File: src/rtl/i2c_bus_mon_pkg.sv
// Shared types and constants for the I2C bus monitor slice.
package i2c_pkg;

  localparam int unsigned I2C_BITCNT_W = 4;
  localparam logic        I2C_ACK      = 1'b0;
  localparam logic        I2C_NACK     = 1'b1;

  typedef enum logic {
    IDLE,
    RX
  } i2c_state_e;

endpackage

File: src/rtl/i2c_bus_mon_if.sv
// Bus-side signal bundle of the I2C monitor: raw synchronized inputs plus all monitor outputs.
interface i2c_bus_mon_if;

  logic       scl_i;
  logic       sda_i;
  logic       scl_o;
  logic       sda_o;
  logic       start_o;
  logic       stop_o;
  logic       byte_vld_o;
  logic [7:0] byte_o;
  logic       ack_vld_o;
  logic       ack_o;
  logic       busy_o;
  logic       timeout_o;

  // slave: the monitor itself; master: whoever drives the lines and consumes the events
  modport slave (
    input  scl_i, sda_i,
    output scl_o, sda_o, start_o, stop_o, byte_vld_o, byte_o,
           ack_vld_o, ack_o, busy_o, timeout_o
  );

  modport master (
    output scl_i, sda_i,
    input  scl_o, sda_o, start_o, stop_o, byte_vld_o, byte_o,
           ack_vld_o, ack_o, busy_o, timeout_o
  );

endinterface

File: src/rtl/i2c_glitch_filt.sv
// Per-line glitch filter: output follows the input only after FILT_G consecutive differing cycles.
module i2c_glitch_filt
  import i2c_pkg::*;
#(
  parameter int unsigned FILT_G = 4
) (
  input  logic clk,
  input  logic rst,
  input  logic d_i,
  output logic q_o
);

  logic       q_q, q_d;
  logic [7:0] cnt_q, cnt_d;

  always_comb begin
    q_d   = q_q;
    cnt_d = '0;
    if (d_i != q_q) begin
      if (cnt_q == 8'(FILT_G - 1)) begin
        q_d = ~q_q;
      end else begin
        cnt_d = cnt_q + 8'd1;
      end
    end
  end

  always_ff @(posedge clk) begin
    if (rst) begin
      q_q   <= 1'b1;
      cnt_q <= '0;
    end else begin
      q_q   <= q_d;
      cnt_q <= cnt_d;
    end
  end

  assign q_o = q_q;

endmodule

File: src/rtl/i2c_bus_mon.sv
// I2C bus-condition and bit-level receive monitor (START/STOP/byte/ACK strobes, busy flag).
// Optional SCL-low timeout enabled by defining I2C_BUS_MON_TIMEOUT_EN.
module i2c_bus_mon
  import i2c_pkg::*;
#(
  parameter int unsigned FILT_G    = 4,
  parameter int unsigned TIMEOUT_G = 65535
) (
  input  logic           clk,
  input  logic           rst,
  i2c_bus_mon_if.slave   bus
);

  logic scl_f, sda_f;
  logic scl_p_q, sda_p_q;
  logic start_det, stop_det, scl_rise;
  logic tmo_hit;

  i2c_glitch_filt #(.FILT_G(FILT_G)) u_filt_scl (
    .clk (clk),
    .rst (rst),
    .d_i (bus.scl_i),
    .q_o (scl_f)
  );

  i2c_glitch_filt #(.FILT_G(FILT_G)) u_filt_sda (
    .clk (clk),
    .rst (rst),
    .d_i (bus.sda_i),
    .q_o (sda_f)
  );

  always_ff @(posedge clk) begin
    if (rst) begin
      scl_p_q <= 1'b1;
      sda_p_q <= 1'b1;
    end else begin
      scl_p_q <= scl_f;
      sda_p_q <= sda_f;
    end
  end

  // SCL must be high in both samples, so a simultaneous SCL/SDA change never counts
  assign start_det = scl_f & scl_p_q &  sda_p_q & ~sda_f;
  assign stop_det  = scl_f & scl_p_q & ~sda_p_q &  sda_f;
  assign scl_rise  = scl_f & ~scl_p_q;

  i2c_state_e              state_q, state_d;
  logic [I2C_BITCNT_W-1:0] bitcnt_q, bitcnt_d;
  logic [6:0]              shift_q, shift_d;
  logic [7:0]              byte_q, byte_d;
  logic                    ack_q, ack_d;
  logic                    busy_q, busy_d;
  logic                    start_q, start_d;
  logic                    stop_q, stop_d;
  logic                    bvld_q, bvld_d;
  logic                    avld_q, avld_d;

  always_comb begin
    state_d  = state_q;
    bitcnt_d = bitcnt_q;
    shift_d  = shift_q;
    byte_d   = byte_q;
    ack_d    = ack_q;
    busy_d   = busy_q;
    start_d  = 1'b0;
    stop_d   = 1'b0;
    bvld_d   = 1'b0;
    avld_d   = 1'b0;
    unique case (state_q)
      IDLE: begin
        busy_d = 1'b0;
        if (start_det) begin
          state_d  = RX;
          bitcnt_d = '0;
          busy_d   = 1'b1;
          start_d  = 1'b1;
        end else if (stop_det) begin
          stop_d = 1'b1;
        end
      end
      RX: begin
        if (stop_det) begin
          state_d  = IDLE;
          bitcnt_d = '0;
          busy_d   = 1'b0;
          stop_d   = 1'b1;
        end else if (start_det) begin
          bitcnt_d = '0;
          start_d  = 1'b1;
        end else if (tmo_hit) begin
          state_d  = IDLE;
          bitcnt_d = '0;
          busy_d   = 1'b0;
        end else if (scl_rise) begin
          if (bitcnt_q == I2C_BITCNT_W'(8)) begin
            ack_d    = sda_f;
            avld_d   = 1'b1;
            bitcnt_d = '0;
          end else begin
            shift_d  = {shift_q[5:0], sda_f};
            bitcnt_d = bitcnt_q + I2C_BITCNT_W'(1);
            if (bitcnt_q == I2C_BITCNT_W'(7)) begin
              byte_d = {shift_q, sda_f};
              bvld_d = 1'b1;
            end
          end
        end
      end
      default: state_d = IDLE;
    endcase
  end

  always_ff @(posedge clk) begin
    if (rst) begin
      state_q  <= IDLE;
      bitcnt_q <= '0;
      shift_q  <= '0;
      byte_q   <= 8'h00;
      ack_q    <= I2C_NACK;
      busy_q   <= 1'b0;
      start_q  <= 1'b0;
      stop_q   <= 1'b0;
      bvld_q   <= 1'b0;
      avld_q   <= 1'b0;
    end else begin
      state_q  <= state_d;
      bitcnt_q <= bitcnt_d;
      shift_q  <= shift_d;
      byte_q   <= byte_d;
      ack_q    <= ack_d;
      busy_q   <= busy_d;
      start_q  <= start_d;
      stop_q   <= stop_d;
      bvld_q   <= bvld_d;
      avld_q   <= avld_d;
    end
  end

`ifdef I2C_BUS_MON_TIMEOUT_EN
  logic [19:0] tmo_cnt_q, tmo_cnt_d;
  logic        timeout_q;

  assign tmo_hit   = (state_q == RX) && !scl_f && (tmo_cnt_q == 20'(TIMEOUT_G - 1));
  assign tmo_cnt_d = ((state_q == RX) && !scl_f && !tmo_hit) ? tmo_cnt_q + 20'd1 : '0;

  always_ff @(posedge clk) begin
    if (rst) begin
      tmo_cnt_q <= '0;
      timeout_q <= 1'b0;
    end else begin
      tmo_cnt_q <= tmo_cnt_d;
      timeout_q <= tmo_hit;
    end
  end

  assign bus.timeout_o = timeout_q;
`else
  logic [19:0] unused_timeout_g;
  assign unused_timeout_g = 20'(TIMEOUT_G);
  assign tmo_hit          = 1'b0;
  assign bus.timeout_o    = 1'b0;
`endif

  assign bus.scl_o      = scl_f;
  assign bus.sda_o      = sda_f;
  assign bus.start_o    = start_q;
  assign bus.stop_o     = stop_q;
  assign bus.byte_vld_o = bvld_q;
  assign bus.byte_o     = byte_q;
  assign bus.ack_vld_o  = avld_q;
  assign bus.ack_o      = ack_q;
  assign bus.busy_o     = busy_q;

endmodule

File: src/flat_wrapper.sv
// flat-port wrapper written by rule: the top's interface ports become plain ports
module i2c_bus_mon_flat import i2c_pkg::*;
#(
  parameter int unsigned FILT_G    = 4,
  parameter int unsigned TIMEOUT_G = 65535
)
  (clk, rst, bus_scl_i, bus_sda_i, bus_scl_o, bus_sda_o, bus_start_o, bus_stop_o, bus_byte_vld_o, bus_byte_o, bus_ack_vld_o, bus_ack_o, bus_busy_o, bus_timeout_o);
  i2c_bus_mon_if bus_i ();
  input  logic clk;
  input  logic rst;
  input wire logic [$bits(bus_i.scl_i)-1:0] bus_scl_i;
  input wire logic [$bits(bus_i.sda_i)-1:0] bus_sda_i;
  output wire logic [$bits(bus_i.scl_o)-1:0] bus_scl_o;
  output wire logic [$bits(bus_i.sda_o)-1:0] bus_sda_o;
  output wire logic [$bits(bus_i.start_o)-1:0] bus_start_o;
  output wire logic [$bits(bus_i.stop_o)-1:0] bus_stop_o;
  output wire logic [$bits(bus_i.byte_vld_o)-1:0] bus_byte_vld_o;
  output wire logic [$bits(bus_i.byte_o)-1:0] bus_byte_o;
  output wire logic [$bits(bus_i.ack_vld_o)-1:0] bus_ack_vld_o;
  output wire logic [$bits(bus_i.ack_o)-1:0] bus_ack_o;
  output wire logic [$bits(bus_i.busy_o)-1:0] bus_busy_o;
  output wire logic [$bits(bus_i.timeout_o)-1:0] bus_timeout_o;
  assign bus_i.scl_i = bus_scl_i;
  assign bus_i.sda_i = bus_sda_i;
  assign bus_scl_o = bus_i.scl_o;
  assign bus_sda_o = bus_i.sda_o;
  assign bus_start_o = bus_i.start_o;
  assign bus_stop_o = bus_i.stop_o;
  assign bus_byte_vld_o = bus_i.byte_vld_o;
  assign bus_byte_o = bus_i.byte_o;
  assign bus_ack_vld_o = bus_i.ack_vld_o;
  assign bus_ack_o = bus_i.ack_o;
  assign bus_busy_o = bus_i.busy_o;
  assign bus_timeout_o = bus_i.timeout_o;
  i2c_bus_mon #(.FILT_G(FILT_G), .TIMEOUT_G(TIMEOUT_G)) u_core (.clk(clk), .rst(rst), .bus(bus_i));
endmodule
File: config.mk
export PLATFORM = sky130hd
export DESIGN_NAME = i2c_bus_mon_flat
export DESIGN_NICKNAME = d
export VERILOG_FILES = /design/src/rtl/i2c_bus_mon_pkg.sv /design/src/rtl/i2c_bus_mon_if.sv /design/src/rtl/i2c_glitch_filt.sv /design/src/rtl/i2c_bus_mon.sv /design/src/flat_wrapper.sv
export SDC_FILE = /design/constraint.sdc
export NUM_CORES = 1
export LEC_CHECK = 0
export BUFFER_PORTS_ARGS = -buffer_cell sky130_fd_sc_hd__buf_2
export CORE_MARGIN = 2
export CORE_UTILIZATION = 50
export CTS_BUF_LIST = sky130_fd_sc_hd__clkbuf_4
export DETAILED_ROUTE_END_ITERATION = 16
export PLACE_DENSITY = 0.69
export SETUP_SLACK_MARGIN = 0.05
export SLEW_MARGIN = 20
export SYNTH_ARGS = -nofsm -noshare
export SYNTH_HDL_FRONTEND = slang
export SYNTH_SLANG_ARGS = --single-unit
File: constraint.sdc
create_clock -name clk -period 2.4 [get_ports clk]
set_clock_uncertainty 0.1 [all_clocks]
set_input_delay 0.36 -clock clk [delete_from_list [all_inputs] [get_ports clk]]
set_output_delay 0.36 -clock clk [all_outputs]
set_load 0.01 [all_outputs]
After elaboration in Yosys (flattened, before gate mapping)
Index checks and enable logic that the tools add are counted.

Eq/ne operators: 9. Bitwise gates (word level): 17. $add $sub $neg: 3. Muxes and demuxes: 18. Reduce and logical (&&, ||, !) cells: 10.

Operator list (count): $mux 4 (5); $add 8x1->8 const B (2); $eq 8x2->1 const B (2); $not 1->1 (11); $reduce_and 5->1 (2); $mux 1 (8); $pmux 1 s2 (4); $pmux 4 s2 (1); $and 1x1->1 (6); $reduce_and 2->1 (3); $reduce_and 6->1 (1); $reduce_or 3->1 (2); $reduce_or 6->1 (1); $reduce_or 5->1 (1); $add 4x1->4 const B (1); $eq 4x3->1 const B (1); $eq 4x4->1 const B (1); $ne 2x1->1 const B (2); $ne 4x1->1 const B (1); $ne 1x1->1 (2).

Bits in registers: 46. Input bits: 4. Output and inout port bits: 17. Word-level logic and storage cells: 73.

Longest topological paths before layout
Depth after elaboration: 6. Depth in mapped cells: 7. Gate-level depth less buffers: 6.

Hierarchy
A second synthesis with hierarchy kept.

Cell total of the unflattened synthesis: 201. Area total of the unflattened synthesis: 1930.6 µm².

Modules (own cells, without submodules): i2c_bus_mon (cells an instance 111, times used 1, sequential area each 560.5 µm², area an instance 1116.1 µm²); i2c_glitch_filt (u_core.u_filt_sda) (cells an instance 47, times used 1, sequential area each 180.2 µm², area an instance 419.2 µm²); i2c_glitch_filt (u_core.u_filt_scl) (cells an instance 43, times used 1, sequential area each 180.2 µm², area an instance 395.4 µm²).

Worst setup path after synthesis
Ideal clock, no wire load.

Path type: register to register. Start point: register u_core.u_filt_scl.cnt_q[0]. End point: register u_core.u_filt_scl.q_q (netlist: u_core.u_filt_scl.q_o). Slack: 651 ps. Data arrival time: 1529 ps. Period minus slack after synthesis: 1749 ps. Stages on the path, launching flop included: 6. Path buffers: 0. Library setup time: 120 ps. Data required time: 2180 ps. Path through: dfxtp_1 > ha_1 > or4b_4 > nor4_4 > nor2b_1 > a211o_1.

Word-level cells in the longest chain between the ends: 2.

RTL lines: start: declaration (RTL line i2c_glitch_filt.sv:14) `logic [7:0] cnt_q, cnt_d;`; start signal: assignment (RTL line i2c_glitch_filt.sv:34) `cnt_q <= cnt_d;`; $eq 8x2->1 (RTL line i2c_glitch_filt.sv:20) `if (cnt_q == 8'(FILT_G - 1)) begin`; $reduce_and 2->1 (no line); end signal: assignment (RTL line i2c_glitch_filt.sv:33) `q_q <= q_d;`; end: declaration (RTL line i2c_glitch_filt.sv:13) `logic q_q, q_d;`.

No other way between the ends. A chain may end at the register's enable or synchronous reset.

Final worst setup path
Same ends and word-level chain as after synthesis.

==> impl_metrics.env <==
export IMPL_status="finished, final reports clean"
export IMPL_synth_seq_cells=46
export IMPL_tns_ns=0
export IMPL_cts_buffer_depth=2
export IMPL_synth_edf_count=0
export IMPL_die_area_um2=4290
export IMPL_crit_required_ns=2.56
export IMPL_fin_crit_ns=1.83
export IMPL_htree_levels=2
export IMPL_gp_congestion=0.817
export IMPL_grt_pass1_vias=1162
export IMPL_final_cell_mix="dfxtp_1 (46), nor2_1 (32), nand2_1 (24)"
export IMPL_io_buffers=19
export IMPL_place_area_um2=1990
export IMPL_slowest_stage="or4b_4"
export IMPL_grt_busiest_layer="met2"
export IMPL_grt_max_degree=32
export IMPL_tightest_slew_ns=0.553
export IMPL_clock_latency_ns=0.36
export IMPL_syn_area_um2=1890
export IMPL_hold_class="input port to register"
export IMPL_post_cts_resized=0
export IMPL_drc=0
export IMPL_detail_route_iter0_violations=88
export IMPL_critPathArrivalTime_ns=1.99
export IMPL_cellPowerDensity_nw_per_um2=659
export IMPL_n_fill_cell=345
export IMPL_die_w_um=65.5
export IMPL_coreArea_um2=3660
export IMPL_ys_seq_area_share_pct=48.7
export IMPL_grt_usage_pct=15.9
export IMPL_die_y_um=65.5
export IMPL_vias=1383
export IMPL_final_setup_viol_count=0
export IMPL_antennaDiodeCount=0
export IMPL_rows=22
export IMPL_synthToLayoutAreaGrowth_pct=11.1
export IMPL_p_leak_nw=0.796
export IMPL_crit_path_cell_trace="ha_1, or4b_4, nor4_4, nor2b_1, a211o_1"
export IMPL_syn_num_nets=214
export IMPL_fin_area_um2=2100
export IMPL_initial_core_util_pct=51.6
export IMPL_final_common_cell="dfxtp_1"
export IMPL_met2_usage_pct=24.1
export IMPL_post_drt_wl_per_cell_um=11.1
export IMPL_async_flop_share_pct=0
export IMPL_startpoint_type="register"
export IMPL_top_level_ports=21
export IMPL_crit_fanout=5
export IMPL_synthFlopType="dfxtp_1"
export IMPL_seqCellArea_um2=921
export IMPL_max_slew_margin_pct=63.0
export IMPL_finalHoldViolCount=0
export IMPL_peakVddDrop_uv=389
export IMPL_max_freq_mhz=546
export IMPL_slew_violations=0
export IMPL_slowest_delay_ns=0.49
export IMPL_numCtsBuffers=5
export IMPL_ant_nets=0
export IMPL_grt_use_met1_pct=20.2
export IMPL_synth_cells=206
export IMPL_clkSinkCount=46
export IMPL_ys_types=38
export IMPL_grt_pass1_wl_mm=5.19
export IMPL_antenna_found_initial=0
export IMPL_worstSetupPathType="register to register"
export IMPL_cts_tree="done"
export IMPL_via_per_inst=5.10
export IMPL_dr_pass1_iters=4
export IMPL_fin_nets=230
export IMPL_path_clk_slew_ns=0.12
export IMPL_post_cts_setup_buffers=0
export IMPL_drv_cap=0
export IMPL_groute_layer_met3_usage_pct=5.65
export IMPL_rsz0062_at_grt="no"
export IMPL_cts_root_buf="clkbuf_4"
export IMPL_wl_mm=3.00
export IMPL_grt_ovfl_total=0
export IMPL_end_kind="register"
export IMPL_finalCritPeriodShare_pct=76.3
export IMPL_drive_above_1_share_pct=15.2
export IMPL_avgSynthCellArea_um2=9.18
export IMPL_multi_input_area_um2=898
export IMPL_hold_buffers=0
export IMPL_hpwl_mm=2.02
export IMPL_synth_warnings=0
-- kinds of logic (layout without fill, tap and decap cells) --
| group | after synthesis | in the layout | synth area share [%] |
|---|---|---|---|
| other cells | 1 | 1 | 0.198 |
| compound gates | 26 | 26 | 8.60 |
| mux | 8 | 8 | 4.24 |
| buf+inv | 15 | 32 | 3.77 |
| fa+ha+maj | 4 | 4 | 2.65 |
| simple gates | 91 | 91 | 24.9 |
| xor+xnor | 15 | 15 | 6.95 |
| flops | 46 | 46 | 48.7 |
-- cell type report --
type	instances	share of cell area (%)
inverters	5	0.894
clock buffers	5	1.79
clock inverters	3	3.28
repair buffers	19	4.53
multi-input cells	145	42.8
well taps	48	2.86
flip-flops and latches	46	43.9
-- layer usage --
| metal | vias to the layer above | part of all wire, % |
|---|---|---|
| met4 | 0 | 1.8 |
| met2 | 20 | 46 |
| met1 | 636 | 49 |
| met3 | 6 | 3.4 |
| met5 | - | 0 |
| li1 | 721 | - |
-- synth_stat cells, types with 2 or more instances --
cell      instances  area share, %
ha_1              4            2.6
xnor2_1           8            3.7
nor3_1            2           0.53
o21ai_0           4            1.1
and3_1            4            1.3
buf_2             3           0.79
a211o_1           3            1.4
nand3_1           9            2.4
or2_2             2           0.66
nand3b_1          2           0.79
a311oi_1          2           0.93
mux2i_1           8            4.2
or3_1             2           0.66
nor2_1           32            6.4
nand2b_1          2           0.66
clkbuf_1          5           0.99
xor2_1            7            3.2
nor4_1            2           0.66
nor2b_1           2           0.66
nand2_1          24            4.8
dfxtp_1          46             49
inv_1             5           0.99
a21oi_1          12            3.2
a21o_1            2           0.79
-- stage by stage --
stage                     utilization, %  instances  hold slack, ns  power (mW)  setup slack (ns)
after floorplan                        -        206           0.318       0.820             0.651
after global placement              54.4        263           0.333       0.825             0.609
after detailed placement            54.4        263           0.342       0.825             0.573
after CTS                           57.3        271           0.107        1.41             0.556
after global routing                57.3        271           0.109        1.44             0.453
final                               57.3        271           0.125        1.38             0.569
-- worst paths after layout --
path,from,to,slack [ns],cells past startpoint
worst max-delay path,u_core.u_filt_scl.cnt_q[0],u_core.u_filt_scl.q_o,0.57,5
worst min-delay path,bus_scl_i,u_core.u_filt_scl.q_o,0.13,2
worst max register to register,u_core.u_filt_scl.cnt_q[0],u_core.u_filt_scl.q_o,0.57,5
worst min register to register,u_core.u_filt_sda.cnt_q[0],u_core.u_filt_sda.cnt_q[0],0.36,1
-- registers in the layout, indices dropped and copies added, names as in the netlist --
register	flops
u_core.bus.start_o	1
u_core.state_q	1
u_core.sda_p_q	1
u_core.scl_p_q	1
u_core.bus.byte_vld_o	1
u_core.u_filt_sda.q_o	1
u_core.shift_q	7
u_core.bus.ack_o	1
u_core.u_filt_scl.q_o	1
u_core.u_filt_scl.cnt_q	8
u_core.bus.stop_o	1
u_core.bitcnt_q	4
u_core.bus.byte_o	8
u_core.u_filt_sda.cnt_q	8
u_core.bus.busy_o	1
u_core.bus.ack_vld_o	1
-- power by group --
part	switching (mW)	internal, mW
clock network	0.250	0.326
registers	0.00631	0.769
logic	0.0211	0.0117
total	0.277	1.11
-- critical path: cells and delay by family, from the launching register on --
kind	cells	cell delay [ns]
DFF	1	0.40
AOI/OAI and AO/OA	1	0.26
adders and majority gates	1	0.24
and+or+nand+nor	3	0.74
Power figures use the tool's default switching activity.
